**config.mk**
```make
export PLATFORM = sky130hd
export DESIGN_NAME = ram_port_arbiter
export DESIGN_NICKNAME = d
export VERILOG_FILES = /design/src/rtl/ram_port_arbiter.sv
export SDC_FILE = /design/constraint.sdc
export NUM_CORES = 1
export LEC_CHECK = 0
export ABC_AREA = 1
export BUFFER_PORTS_ARGS = -buffer_cell sky130_fd_sc_hd__buf_2
export CAP_MARGIN = 20
export CORE_AREA = 10 10 95 97
export CTS_CLUSTER_DIAMETER = 50
export CTS_CLUSTER_SIZE = 12
export DETAILED_ROUTE_END_ITERATION = 10
export DIE_AREA = 0 0 105 107
export GPL_TIMING_DRIVEN = 1
export HOLD_SLACK_MARGIN = 0.05
export PLACE_DENSITY = 0.72
export SLEW_MARGIN = 20
export SYNTH_ARGS = -nofsm -noshare
export SYNTH_HDL_FRONTEND = slang
export SYNTH_SLANG_ARGS = --single-unit
```
**constraint.sdc**
```tcl
create_clock -name clk -period 3.1 [get_ports clk]
set_clock_uncertainty 0.05 [all_clocks]
set_input_delay 0.155 -clock clk [delete_from_list [all_inputs] [get_ports clk]]
set_output_delay 0.155 -clock clk [all_outputs]
set_load 0.1 [all_outputs]
```
**src/rtl/ram_port_arbiter.sv**
```systemverilog
// Round-robin arbiter that shares one synchronous RAM port between NUM_M requesters.
// The RAM port is driven combinationally, and read responses come back one cycle after the grant.
module ram_port_arbiter #(
  parameter int NUM_M     = 2,
  parameter int dat_width = 32,
  parameter int adr_width = 32
) (
  input  logic                       clk,
  input  logic                       rst_n,
  input  logic [NUM_M-1:0]           m_req_i,
  input  logic [NUM_M-1:0]           m_we_i,
  input  logic [NUM_M*adr_width-1:0] m_adr_i,
  input  logic [NUM_M*dat_width-1:0] m_wdat_i,
  output logic [NUM_M-1:0]           m_ack_o,
  output logic [NUM_M-1:0]           m_resp_o,
  output logic [dat_width-1:0]       m_rdat_o,
  output logic [adr_width-1:0]       ram_adr_o,
  output logic                       ram_we_o,
  output logic [dat_width-1:0]       ram_dat_o,
  input  logic [dat_width-1:0]       ram_dat_i
);

  localparam int PW = (NUM_M > 1) ? $clog2(NUM_M) : 1;

  logic [PW-1:0]        rr_ptr;
  logic [PW-1:0]        resp_id;
  logic                 resp_pend;
  logic                 grant;
  logic [PW-1:0]        g;
  logic [PW-1:0]        idx;
  logic [adr_width-1:0] adr_arr [NUM_M];
  logic [dat_width-1:0] wdat_arr [NUM_M];

  always_comb begin
    for (int k = 0; k < NUM_M; k++) begin
      adr_arr[k]  = m_adr_i[k*adr_width +: adr_width];
      wdat_arr[k] = m_wdat_i[k*dat_width +: dat_width];
    end
  end

  // First requester at or above rr_ptr wins, wrapping around; nothing is granted while in reset.
  always_comb begin
    grant = 1'b0;
    g     = '0;
    idx   = '0;
    for (int i = 0; i < NUM_M; i++) begin
      idx = PW'((int'(rr_ptr) + i) % NUM_M);
      if (!grant && m_req_i[idx]) begin
        grant = 1'b1;
        g     = idx;
      end
    end
    if (!rst_n) grant = 1'b0;
  end

  always_comb begin
    m_ack_o   = '0;
    ram_adr_o = '0;
    ram_we_o  = 1'b0;
    ram_dat_o = '0;
    if (grant) begin
      m_ack_o[g] = 1'b1;
      ram_adr_o  = adr_arr[g];
      ram_we_o   = m_we_i[g];
      ram_dat_o  = wdat_arr[g];
    end
  end

  always_comb begin
    m_resp_o = '0;
    if (resp_pend) m_resp_o[resp_id] = 1'b1;
  end

  assign m_rdat_o = ram_dat_i;

  // The response tracker follows the RAM's one-cycle registered read; writes never set it.
  always_ff @(posedge clk or negedge rst_n) begin
    if (!rst_n) begin
      rr_ptr    <= '0;
      resp_pend <= 1'b0;
      resp_id   <= '0;
    end else if (grant) begin
      rr_ptr    <= (g == PW'(NUM_M - 1)) ? '0 : g + 1'b1;
      resp_pend <= ~m_we_i[g];
      resp_id   <= g;
    end else begin
      resp_pend <= 1'b0;
    end
  end

endmodule

```
; Word level (Yosys, flattened, before mapping)
; Index checks and enable logic that the tools add are counted.
[classes]
addsub = 2
n_mul = 0
div = 0
n_lt_le_gt_ge = 7
eq_ne = 0
n_shift = 0
muxes = 28
bitwise = 2
reduce_logical = 4
[ops]
columns = cell, n
row1 = 2-to-1 mux 32 bit, 8
row2 = 2-to-1 mux 1 bit, 16
row3 = < comparator 1 x 2 -> 1 bit (second input constant), 4
row4 = 2-to-1 mux 2 bit, 2
row5 = logical AND 1 bit, 3
row6 = adder 1 bit (second input constant), 2
row7 = demux 1 bit (select 1 bit), 2
row8 = >= comparator 1 bit (second input constant), 2
row9 = >= comparator 2 bit (second input constant), 1
row10 = inverter 1 -> 2 bit, 1
row11 = logical NOT 1 bit, 1
row12 = inverter 1 bit, 1
[totals]
ff_bits = 3
latch_bits = 0
ram_bits = 0
rom_bits = 0
inputBits = 166
out_inout_bits = 101
elab_cells = 46
memories = 0

; Depth between registers and ports, before layout
[logic_depth]
ltp_word = 11
ltp_mapped = 8
depth_no_buf = 6

; Least setup slack after synthesis
; No wires, ideal clock.
[synth_path]
kind = register to output
startpoint = reg rr_ptr
endpoint = out ram_we_o
t_arrival_ps = 2033
t_required_ps = 2895
setup_slack_ps = 862
path_stages_with_launch = 8
cell_sequence = dfrtp_1 -> inv_1 -> nand2_1 -> nand2_2 -> buf_4 -> nand2_1 -> nand2_1 -> nor2_1
[synth_between]
elab_chain_len = 9
word_cells_on_any_way = 15
[synth_rtl]
columns = item, line
row1 = "start, declared", 25  ; logic [PW-1:0] rr_ptr;
row2 = "start signal, assigned", 83  ; rr_ptr <= (g == PW'(NUM_M - 1)) ? '0 : g + 1'b1;
row3 = 2-to-1 mux 1 bit (implied by the code) (2 in series), 48  ; if (!grant && m_req_i[idx]) begin
row4 = 2-to-1 mux 1 bit, 48
row5 = logical NOT 1 bit, 48
row6 = logical AND 1 bit, 48
row7 = 2-to-1 mux 1 bit, 48
row8 = 2-to-1 mux 1 bit (implied by the code) (2 in series), 64  ; ram_we_o = m_we_i[g];
row9 = 2-to-1 mux 1 bit (*), 61  ; if (grant) begin
row10 = "end, declared", 18  ; output logic ram_we_o,
; Mark *: on every way between the ends. The rest lies on a longest branch, timed or not. The select of a mux whose other input is x is not followed.

; Worst setup path in the final report
[layout_path]
startpoint = in rst_n
endpoint = out m_ack_o[0]
[layout_between]
elab_chain_len = 2
[layout_rtl]
columns = item, line
row1 = "start, declared", 9  ; input logic rst_n,
row2 = 2-to-1 mux 1 bit, 53  ; if (!rst_n) grant = 1'b0;
row3 = 2-to-1 mux 2 bit, 61
row4 = "end, declared", 14  ; output logic [NUM_M-1:0] m_ack_o,
; No other way between the ends.

==> results.ini <==
[outcome]
outcome = completed

[cts]
clkSlewWorstSetupHoldPaths_ns = 0.03
clock-sinks = 3
ctsRootBufferMaster = clkbuf_8
htree_levels = 1
clock_path_buffers = 2
clock_latency_ns = 0.22
post_cts_buffers = 0
cts_tree = done
cts_hold_buffers = 1
ctsResizeCount = 0
cts_inserted_buffers = 3

[die]
dieHeight_um = 107
rows = 31
dieArea_mm2 = 0.0112
start_util_pct = 19.1
fp.coreArea_mm2 = 0.00714
die_x_um = 105
io_pins = 267

[sta]
whs_ns = 0.167
drv_slew = 0
post-route-min-period_ns = 2.64
relSlewSlack_pct = 47.8
worstMarginPinSlew_ns = 0.781
finalSetupViolations = 0
rsz0062_at_grt = no
finalHoldViolCount = 0
finalSetupTns_ns = 0
finalCritPeriodShare_pct = 85.1
clock.fmax_mhz = 379

[detailed_routing]
viasPerCell = 4.37
drtIter0Drc = 66
antenna_left = 0
wire_per_inst_um = 15.2
vias = 2327
dr.pass1.iters = 4
drcViolationCount = 0
wl_mm = 8.08

[pwr]
p_comb_share_pct = 85.8
p_sw_share_pct = 64.3
leakagePower_nw = 1.71
power.density_mw_per_mm2 = 400
power.internal_mw = 0.403
clockPowerShare_pct = 10.1
peakVddDrop_uv = 190
pwr-share-seq_pct = 4.1
power.switching_mw = 0.725

[final_layout]
multi_input_area_um2 = 900
mostFrequentLayoutCells = 163 x buf_2, 136 x nand2_1, 66 x nand3_1, 40 x buf_12, 7 x inv_1
nets = 600
area_growth_pct = 107
seq_area_um2 = 75.1
fill_cells = 761
final_common_cell = buf_2
final_layout_size_suffix_gt1_share_pct = 49.0

[min_path]
hp-class = input pin to flop

[placement]
place_hpwl_mm = 7.02
gp_congestion = 0.834
io_buffers = 202

[setup_path]
path_delay_family = buffers and inverters
worstPathRequired_ns = 2.89
crit_fanout = 35
arrival_ns = 2.43
setup.worst_path.start_class = input pin
cpMaxStageDelayCell = nor2_4
worst-path-buf-inv = 6
cp-end-kind = output port
critPathKind = input pin to output port
cpPeakStageDelay_ns = 0.64
path_cells = dlygate4sd3_1, buf_2, inv_1, nor2_4, buf_12, nand2_1, inv_1, buf_2

[synthesis]
synthTopCellsByArea = nand2_1 38%, buf_4 24%, nand3_1 24%
postSynthCellCount = 275
yosysTopAreaCell = nand2_1
ys_seq_area_share_pct = 5.52
ys_types = 12
ys.warnings.count = 0
synth_nets = 441
syn_area_mm2 = 0.00136
synth_top_area_share_pct = 37.5
avgSynthCellArea_um2 = 4.95
synth-seq-cells = 3

[global_routing]
grt_start_max_net_pins = 69
grt_pass1_vias = 2493
grt_pass1_wl_mm = 12.5
track_usage_pct = 13.2
antenna_found_initial = 2
gr-total-overflow = 0

[run]
maxCapViolCount = 0

## layout make-up
class	count	share of cell area (%)
diodes	1	0.0887
clock buffers	4	1.60
inverters	7	0.931
multi-input cells	212	31.9
flip-flops and latches	3	2.66
well taps	99	4.39
repair buffers	207	58.4
## power groups by stage
stage	combinational (mW)	sequential (mW)	clock, mW
finish	0.968	0.0465	0.114
global route	1.01	0.0470	0.124
CTS	0.975	0.0466	0.118
detailed placement	0.973	0.0470	0
global placement	0.964	0.0464	0
floorplan	0.845	0.0461	0
## path summary, 6_finish.rpt
check	slack (ns)	end	depth (start not counted)	start
min in group asynchronous	0.24	resp_pend	2	rst_n
max	0.46	m_ack_o[0]	8	rst_n
min	0.17	resp_pend	4	m_we_i[0]
min reg2reg	0.47	resp_id	2	resp_id
max reg2reg	1.50	resp_pend	7	rr_ptr
max in group asynchronous	2.64	rr_ptr	2	rst_n
## stage by stage
stage / instance area [um2] / power (mW) / std cells / util (%) / setup slack [ns]
floorplan: 1360 / 0.891 / 275 / - / 0.862
global placement: 2760 / 1.01 / 527 / 38.7 / 1.02
detailed placement: 2760 / 1.02 / 527 / 38.7 / 0.986
CTS: 2820 / 1.14 / 532 / 39.5 / 0.438
global route: 2820 / 1.18 / 532 / 39.5 / 0.259
finish: 2820 / 1.13 / 533 / 39.5 / 0.463
## metal layers
metal | vias up | global-route usage [%] | routed length (um)
li1 | 1150 | - | -
met1 | 1005 | 13.3 | 2860
met2 | 156 | 23.1 | 3850
met3 | 14 | 8.14 | 1270
met4 | 2 | 2.75 | 87
met5 | - | 0 | 13
## worst register-to-register path: cells and delay by family (launching register included)
| family | cells | cell delay (ns) |
|---|---|---|
| buffers and inverters | 2 | 0.62 |
| DFF | 1 | 0.36 |
| and+or+nand+nor | 5 | 0.43 |
## cells in the mapped netlist
cell type    n
buf_1        1
buf_2        4
nor2_2       2
o21ai_0      3
buf_4       44
nand3_1     66
clkbuf_1     4
nand2_2      1
nand2_1    136
dfrtp_1      3
inv_1        7
nor2_1       4
## kinds of logic after synthesis
family / Yosys count / synth area share (%)
flip-flops: 3 / 5.52
AND/OR/NAND/NOR: 209 / 64.3
buffers and inverters: 60 / 29.1
AO/OA/AOI/OAI: 3 / 1.10
## flip-flops by register name (all words and copies together), names as in the netlist
name	flops
resp_pend	1
resp_id	1
rr_ptr	1
Note: power is estimated with default switching activity, not from simulation.
